## src/rtl/vga_rx_monitor.sv

```systemverilog
// VGA stream receiver/checker: recovers pixel coordinates from HS/VS, checks line/frame timing,
// tracks lock and samples one probe pixel per frame. Optional blanking check: VGA_RX_BLANK_CHECK_EN.
module vga_rx_monitor #(
    parameter int H_VISIBLE       = 640,
    parameter int H_FRONT         = 16,
    parameter int H_SYNC          = 96,
    parameter int H_BACK          = 48,
    parameter int V_VISIBLE       = 480,
    parameter int V_FRONT         = 10,
    parameter int V_SYNC          = 2,
    parameter int V_BACK          = 33,
    parameter int SYNC_ACTIVE_LOW = 1
) (
    input  logic               CLK,
    input  logic               RST,
    input  logic               HS,
    input  logic               VS,
    input  logic [11:0]        VGA_RGB,
    input  logic signed [10:0] probe_x,
    input  logic signed [10:0] probe_y,
    output logic               locked,
    output logic signed [10:0] x_rx,
    output logic signed [10:0] y_rx,
    output logic               sample_valid,
    output logic [11:0]        sample_rgb,
    output logic [7:0]         err_count,
    output logic               blank_err
);
    localparam int          H_TOTAL = H_VISIBLE + H_FRONT + H_SYNC + H_BACK;
    localparam int          V_TOTAL = V_VISIBLE + V_FRONT + V_SYNC + V_BACK;
    localparam logic        ACT     = (SYNC_ACTIVE_LOW != 0) ? 1'b0 : 1'b1;
    localparam logic [10:0] CNT_MAX = 11'h7FF;
    localparam logic [10:0] H_TOT_L = 11'(H_TOTAL);
    localparam logic [10:0] V_TOT_L = 11'(V_TOTAL);
    localparam logic [10:0] X_OFS   = 11'(H_SYNC + H_BACK);
    localparam logic [10:0] Y_OFS   = 11'(V_SYNC + V_BACK);
    localparam logic [10:0] H_VIS_L = 11'(H_VISIBLE);
    localparam logic [10:0] V_VIS_L = 11'(V_VISIBLE);

    typedef enum logic [1:0] {HUNT, ACQUIRE, LOCKED} state_t;

    state_t             state_q, state_d;
    logic               good_q, good_d;
    logic               hs_q, vs_q, hs_p_q, vs_p_q;
    logic [11:0]        rgb_q;
    logic [10:0]        h_cnt_q, v_cnt_q;
    logic [10:0]        h_cur, v_cur;
    logic               vs_pend_q, vs_seen_q;
    logic signed [10:0] px_q, py_q;
    logic signed [10:0] x_cur, y_cur;
    logic signed [10:0] x_rx_q, y_rx_q;
    logic               sample_valid_q;
    logic [11:0]        sample_rgb_q;
    logic [7:0]         err_q;
    logic               hs_edge, vs_edge, vs_on, v_restart;
    logic               line_err, frame_err, err, hit;

    assign hs_edge   = (hs_q == ACT) && (hs_p_q != ACT);
    assign vs_on     = (vs_q == ACT);
    assign vs_edge   = vs_on && (vs_p_q != ACT);
    // A VS edge seen anywhere in the current line restarts the frame at the next HS edge.
    assign v_restart = hs_edge && vs_on && (vs_pend_q || vs_edge);

    // h_cur/v_cur describe the pixel currently held in rgb_q.
    assign h_cur = hs_edge ? 11'd0 : ((h_cnt_q == CNT_MAX) ? CNT_MAX : h_cnt_q + 11'd1);
    assign v_cur = !hs_edge ? v_cnt_q :
                   v_restart ? 11'd0 :
                   ((v_cnt_q == CNT_MAX) ? CNT_MAX : v_cnt_q + 11'd1);

    assign x_cur = $signed(h_cur - X_OFS);
    assign y_cur = $signed(v_cur - Y_OFS);

    // Long lines/frames are flagged once when the count passes the total, so the closing
    // edge only flags short ones; each bad line or frame costs exactly one error.
    assign line_err  = (hs_edge && (({1'b0, h_cnt_q} + 12'd1) < 12'(H_TOTAL)))
                     || (!hs_edge && (h_cur == H_TOT_L));
    assign frame_err = (vs_edge && (({1'b0, v_cnt_q} + 12'd1) < 12'(V_TOTAL)))
                     || (hs_edge && !v_restart && (v_cur == V_TOT_L));
    assign err       = line_err || frame_err;

    assign hit = (state_q == LOCKED)
              && !px_q[10] && ($unsigned(px_q) < H_VIS_L)
              && !py_q[10] && ($unsigned(py_q) < V_VIS_L)
              && (x_cur == px_q) && (y_cur == py_q);

    always_comb begin
        state_d = state_q;
        good_d  = good_q;
        case (state_q)
            HUNT: begin
                if (vs_edge) begin
                    state_d = ACQUIRE;
                    good_d  = 1'b0;
                end
            end
            ACQUIRE: begin
                if (err) begin
                    state_d = HUNT;
                end else if (vs_edge) begin
                    if (good_q) begin
                        state_d = LOCKED;
                        good_d  = 1'b0;
                    end else begin
                        good_d  = 1'b1;
                    end
                end
            end
            LOCKED: begin
                if (err) state_d = HUNT;
            end
            default: state_d = HUNT;
        endcase
    end

    always_ff @(posedge CLK) begin
        if (RST) begin
            state_q <= HUNT;
            good_q  <= 1'b0;
        end else begin
            state_q <= state_d;
            good_q  <= good_d;
        end
    end

    always_ff @(posedge CLK) begin
        if (RST) begin
            hs_q      <= ~ACT;
            vs_q      <= ~ACT;
            hs_p_q    <= ~ACT;
            vs_p_q    <= ~ACT;
            rgb_q     <= '0;
            h_cnt_q   <= '0;
            v_cnt_q   <= '0;
            vs_pend_q <= 1'b0;
            vs_seen_q <= 1'b0;
            px_q      <= '0;
            py_q      <= '0;
            x_rx_q    <= '0;
            y_rx_q    <= '0;
        end else begin
            hs_q      <= HS;
            vs_q      <= VS;
            hs_p_q    <= hs_q;
            vs_p_q    <= vs_q;
            rgb_q     <= VGA_RGB;
            h_cnt_q   <= h_cur;
            v_cnt_q   <= v_cur;
            vs_seen_q <= vs_seen_q | vs_edge;
            if (hs_edge)      vs_pend_q <= 1'b0;
            else if (vs_edge) vs_pend_q <= 1'b1;
            if (vs_edge) begin
                px_q <= probe_x;
                py_q <= probe_y;
            end
            x_rx_q    <= x_cur;
            y_rx_q    <= y_cur;
        end
    end

    always_ff @(posedge CLK) begin
        if (RST) begin
            sample_valid_q <= 1'b0;
            sample_rgb_q   <= '0;
            err_q          <= '0;
        end else begin
            sample_valid_q <= hit;
            if (hit) sample_rgb_q <= rgb_q;
            if (err && vs_seen_q && (err_q != 8'hFF)) err_q <= err_q + 8'd1;
        end
    end

`ifdef VGA_RX_BLANK_CHECK_EN
    logic blank_q;
    logic in_vis;

    assign in_vis = !x_cur[10] && ($unsigned(x_cur) < H_VIS_L)
                 && !y_cur[10] && ($unsigned(y_cur) < V_VIS_L);

    always_ff @(posedge CLK) begin
        if (RST) begin
            blank_q <= 1'b0;
        end else if ((state_q == LOCKED) && (rgb_q != 12'h000) && !in_vis) begin
            blank_q <= 1'b1;
        end
    end

    assign blank_err = blank_q;
`else
    assign blank_err = 1'b0;
`endif

    assign locked       = (state_q == LOCKED);
    assign x_rx         = x_rx_q;
    assign y_rx         = y_rx_q;
    assign sample_valid = sample_valid_q;
    assign sample_rgb   = sample_rgb_q;
    assign err_count    = err_q;
endmodule

```

## config.mk

```make
export PLATFORM = sky130hd
export DESIGN_NAME = vga_rx_monitor
export DESIGN_NICKNAME = d
export VERILOG_FILES = /design/src/rtl/vga_rx_monitor.sv
export SDC_FILE = /design/constraint.sdc
export NUM_CORES = 1
export LEC_CHECK = 0
export ABC_CLOCK_PERIOD_IN_PS = 4220
export BUFFER_PORTS_ARGS = -buffer_cell sky130_fd_sc_hd__clkbuf_2
export CORE_UTILIZATION = 40
export CTS_CLUSTER_SIZE = 8
export DETAILED_ROUTE_END_ITERATION = 10
export RECOVER_POWER = 25
export SYNTH_ARGS = -nofsm -noshare
export SYNTH_HDL_FRONTEND = slang
export SYNTH_SLANG_ARGS = --single-unit
```

## constraint.sdc

```tcl
create_clock -name CLK -period 4.22 [get_ports CLK]
set_input_delay 0.422 -clock CLK [delete_from_list [all_inputs] [get_ports CLK]]
set_output_delay 0.422 -clock CLK [all_outputs]
set_load 0.01 [all_outputs]
```

==> metrics.txt <==
# TYPE chip_impl_metric gauge
chip_impl_info{name="run_status",value="complete, but fails checks"} 1
chip_impl_info{name="failed_checks",value="max-capacitance violations, max-slew violations"} 1
chip_impl_info{name="synth_top_cell_by_area",value="sky130_fd_sc_hd__dfxtp_1"} 1
chip_impl_metric{name="grt_overflow",unit=""} 0
chip_impl_metric{name="place_congestion",unit=""} 0.915
chip_impl_metric{name="met3_usage",unit=""} 0.0446
chip_impl_info{name="synth_area_leaders",value="sky130_fd_sc_hd__dfxtp_1 (37%), sky130_fd_sc_hd__nand2_1 (5.2%), sky130_fd_sc_hd__nor2_1 (4.1%), sky130_fd_sc_hd__xnor2_1 (4.0%), sky130_fd_sc_hd__a21oi_1 (3.8%)"} 1
chip_impl_metric{name="finalSetupViolations",unit=""} 0
chip_impl_metric{name="ys_ff_latch",unit=""} 104
chip_impl_metric{name="syn_avg_cell_area",unit="um2"} 8.48
chip_impl_metric{name="seqCellArea",unit="mm2"} 0.00210
chip_impl_metric{name="area_growth_syn_to_layout",unit="%"} 17.0
chip_impl_metric{name="inserted_clock_buffers",unit=""} 9
chip_impl_metric{name="pin_count_of_the_biggest_net_entering_global_routing",unit=""} 58
chip_impl_metric{name="nNetsFinal",unit=""} 780
chip_impl_metric{name="post-route-period-util",unit=""} 0.971
chip_impl_info{name="grt-busiest-layer",value="met2"} 1
chip_impl_metric{name="horizontal_die_dimension",unit="um"} 121
chip_impl_metric{name="post_synth_inst_count",unit=""} 668
chip_impl_metric{name="detail_route.first_pass.iterations",unit=""} 7
chip_impl_metric{name="synth-simple-area-share",unit=""} 0.279
chip_impl_metric{name="die_area",unit="mm2"} 0.0146
chip_impl_metric{name="vias",unit=""} 5017
chip_impl_metric{name="power.density_cell_area",unit="mW/mm2"} 316
chip_impl_metric{name="slew-limit-headroom",unit=""} -0.304
chip_impl_metric{name="ys_seq_area_frac",unit=""} 0.367
chip_impl_metric{name="final_max_slew_viol_count",unit=""} 58
chip_impl_metric{name="cap_viol_max_count",unit=""} 1
chip_impl_metric{name="yosys.area_share.xor_xnor",unit=""} 0.0698
chip_impl_metric{name="ir_worst_vdd",unit="uV"} 162
chip_impl_metric{name="post-route-cell-area",unit="mm2"} 0.00663
chip_impl_info{name="clock_tree_from_tritoncts",value="done"} 1
chip_impl_metric{name="standby_leakage_power",unit="nW"} 2.48
chip_impl_metric{name="synth_async_sr_flop_share",unit=""} 0
chip_impl_metric{name="pin_count",unit=""} 83
chip_impl_info{name="worstHoldPathType",value="primary input to flop"} 1
chip_impl_metric{name="timing_worst_slew_pin_value",unit="ps"} 1960
chip_impl_metric{name="drt_iter0_drc",unit=""} 284
chip_impl_metric{name="synth_nets",unit=""} 713
chip_impl_info{name="dominant_combinational_cell_family_by_area_after_synthesis",value="simple AND/OR/NAND/NOR gates"} 1
chip_impl_metric{name="post-route-min-period",unit="ps"} 4100
chip_impl_metric{name="wire_per_inst",unit="um"} 16.1
chip_impl_info{name="critPathCaptureType",value="flop"} 1
chip_impl_metric{name="io_buffer_count",unit=""} 81
chip_impl_metric{name="detail_route.wirelength",unit="um"} 14800
chip_impl_metric{name="data_required_critical_path",unit="ps"} 4500
chip_impl_metric{name="start_util",unit=""} 0.410
chip_impl_metric{name="grt_antenna_before_repair",unit=""} 0
chip_impl_metric{name="htree_levels",unit=""} 3
chip_impl_metric{name="floorplan.core_area",unit="mm2"} 0.0138
chip_impl_metric{name="drive_gt1_frac",unit=""} 0.211
chip_impl_metric{name="synth.top_cell.area_share",unit=""} 0.367
chip_impl_metric{name="synth_compound_area_frac",unit=""} 0.178
chip_impl_metric{name="placed_cell_area",unit="mm2"} 0.00620
chip_impl_metric{name="post_synth_mux_area_share",unit=""} 0.0413
chip_impl_metric{name="multi_input_area",unit="mm2"} 0.00340
chip_impl_metric{name="route.detailed.vias_per_inst",unit=""} 5.45
chip_impl_metric{name="drt.antenna.violating_nets",unit=""} 0
chip_impl_info{name="setup_cp_type",value="flop to flop"} 1
chip_impl_metric{name="grt.met2_usage",unit=""} 0.319
chip_impl_metric{name="layout.core_utilization",unit=""} 0.479
chip_impl_metric{name="post_synth_num_cell_types",unit=""} 86
chip_impl_metric{name="cts-hold-fix-buffers",unit=""} 0
chip_impl_info{name="synthTopCellsByCount",value="sky130_fd_sc_hd__dfxtp_1 (104), sky130_fd_sc_hd__nand2_1 (78), sky130_fd_sc_hd__nor2_1 (62), sky130_fd_sc_hd__a21oi_1 (43), sky130_fd_sc_hd__nand2b_1 (30)"} 1
chip_impl_metric{name="clock-sinks",unit=""} 104
chip_impl_metric{name="post-route-drc-count",unit=""} 0
chip_impl_metric{name="synth_adder_area_share",unit=""} 0.0155
chip_impl_metric{name="worstPathArrival",unit="ps"} 4380
chip_impl_metric{name="synth_edf_count",unit=""} 0
chip_impl_metric{name="cts-root-to-sink-buffers",unit=""} 2
chip_impl_info{name="dominantRegCellSynth",value="sky130_fd_sc_hd__dfxtp_1"} 1
chip_impl_metric{name="fin_cells",unit=""} 920
chip_impl_metric{name="vias_in_the_first_global_route",unit=""} 4732
chip_impl_metric{name="critPathMaxFanout",unit=""} 6
chip_impl_info{name="timing.critical_path.from_type",value="flop"} 1
chip_impl_metric{name="row_count",unit=""} 43
chip_impl_metric{name="clock.fmax",unit="GHz"} 0.244
chip_impl_metric{name="groute.layer.met1.usage",unit=""} 0.291
chip_impl_metric{name="filler_cells_inserted",unit=""} 1368
chip_impl_metric{name="clkLatencyLatePin",unit="ps"} 350
chip_impl_metric{name="synth_area",unit="mm2"} 0.00567
chip_impl_metric{name="count_of_placed_standard_cells_including_taps",unit=""} 902
chip_impl_info{name="cts_root_buf",value="sky130_fd_sc_hd__clkbuf_16"} 1
chip_impl_metric{name="insertedDiodeCount",unit=""} 0
chip_impl_metric{name="hold_viol",unit=""} 0
chip_impl_metric{name="die_y",unit="um"} 121
chip_impl_metric{name="yosys_warnings",unit=""} 0
chip_impl_metric{name="clk_transition_reported_paths",unit="ps"} 70
chip_impl_info{name="yosysMostFrequentCell",value="sky130_fd_sc_hd__dfxtp_1"} 1
chip_impl_metric{name="dpl.hpwl",unit="um"} 11000
chip_impl_metric{name="grt_first_pass_wirelength",unit="um"} 24000
chip_impl_metric{name="track_usage",unit=""} 0.209
chip_impl_metric{name="finClkSkew",unit="ps"} 7.03
## area by class of cell
cell class | instances | share of cell area
Tap cell | 180 | 0.0340
Clock buffer | 9 | 0.0340
Inverter | 14 | 0.00793
Sequential cell | 104 | 0.317
Timing Repair Buffer | 99 | 0.0799
Multi-Input combinational cell | 507 | 0.514
Clock inverter | 7 | 0.0136
## metrics by stage
| stage | setup TNS, ps | hold WS (ps) | power (mW) | setup WS [ps] |
|---|---|---|---|---|
| 2_1_floorplan | 0 | 437 | 1.17 | 423 |
| 3_3_place_gp | 0 | 439 | 1.24 | 263 |
| 3_5_place_dp | 0 | 451 | 1.24 | 168 |
| 4_1_cts | 0 | 248 | 2.11 | 89.8 |
| 5_1_grt | -5.87 | 245 | 2.19 | -4.49 |
| 6_report | 0 | 253 | 2.10 | 123 |
## repair_timing
action                                  in CTS  in global routing
gates resized for setup                      0                 31
endpoints found under the setup margin       0                 12
setup buffers                                0                  1
## layout by cell type (no fill, tap or decap), drive strengths merged, types with 8 or more instances in the layout
master | synthesis | layout
a21oi | 44 | 44
nand2b | 30 | 30
nand2 | 79 | 79
inv | 14 | 17
or3 | 8 | 8
o21ai | 18 | 18
buf | 18 | 18
nand3 | 21 | 21
dfxtp | 104 | 104
nor2 | 62 | 62
a31oi | 10 | 10
nor4 | 9 | 9
nand4 | 14 | 14
xnor2 | 26 | 26
a211oi | 11 | 11
nor3 | 9 | 9
xor2 | 13 | 13
and3 | 12 | 12
clkbuf | 25 | 90
mux2i | 20 | 20
nor2b | 24 | 24
## worst max-delay path, cell delays in order, from the launching register on
cell	delay (ps)
sky130_fd_sc_hd__dfxtp_2	350
sky130_fd_sc_hd__ha_4	190
sky130_fd_sc_hd__a31oi_1	410
sky130_fd_sc_hd__nor2_1	190
sky130_fd_sc_hd__nand2_1	270
sky130_fd_sc_hd__ha_4	260
sky130_fd_sc_hd__xor2_2	250
sky130_fd_sc_hd__nand4b_1	130
sky130_fd_sc_hd__a211o_1	250
sky130_fd_sc_hd__nor3b_2	150
sky130_fd_sc_hd__nand4_1	130
sky130_fd_sc_hd__nor4_2	360
sky130_fd_sc_hd__o2111ai_2	210
sky130_fd_sc_hd__nor4_4	470
sky130_fd_sc_hd__buf_6	220
sky130_fd_sc_hd__mux2i_1	200
## per-layer routing
layer | part of all wire | wire length, um | vias to the layer above
li1 | - | - | 2507
met1 | 0.48 | 7090 | 2337
met2 | 0.43 | 6420 | 148
met3 | 0.060 | 890 | 25
met4 | 0.025 | 371 | 0
met5 | 0 | 0 | -
## cell families (layout without fill, tap and decap cells)
logic type,Yosys count,count (layout)
multiplexers,23,23
adder cells (fa/ha/maj),7,7
other,1,1
buffers and inverters,57,129
AO/OA/AOI/OAI,139,139
AND/OR/NAND/NOR,296,296
flip-flops,104,104
XOR/XNOR,41,41
## final timing paths
check / from / endpoint / slack, ps / cells after the start
worst min register to register: rgb_q[7]$_SDFF_PP0_ / sample_rgb[7]$_SDFFE_PP0P_ / 460 / 2
worst max register to register: h_cnt_q[1]$_SDFF_PP0_ / sample_rgb[11]$_SDFFE_PP0P_ / 120 / 15
worst min-delay path: HS / hs_q$_SDFF_PP1_ / 250 / 2
worst max-delay path: h_cnt_q[1]$_SDFF_PP0_ / sample_rgb[11]$_SDFFE_PP0P_ / 120 / 15
## state kept, by name, indices dropped and copies added (netlist names)
register / cells
vs_seen_q: 1
vs_p_q: 1
state_q: 2
vs_q: 1
px_q: 11
hs_p_q: 1
py_q: 11
v_cnt_q: 11
h_cnt_q: 11
vs_pend_q: 1
hs_q: 1
err_count: 8
good_q: 1
x_rx: 7
y_rx: 11
rgb_q: 12
sample_rgb: 12
sample_valid: 1
## report_power, final
group	switching [mW]	internal, mW
clock	0.399	0.475
sequential	0.0254	1.01
combinational	0.107	0.0776
No activity file was read; power rests on OpenSTA's default activity.
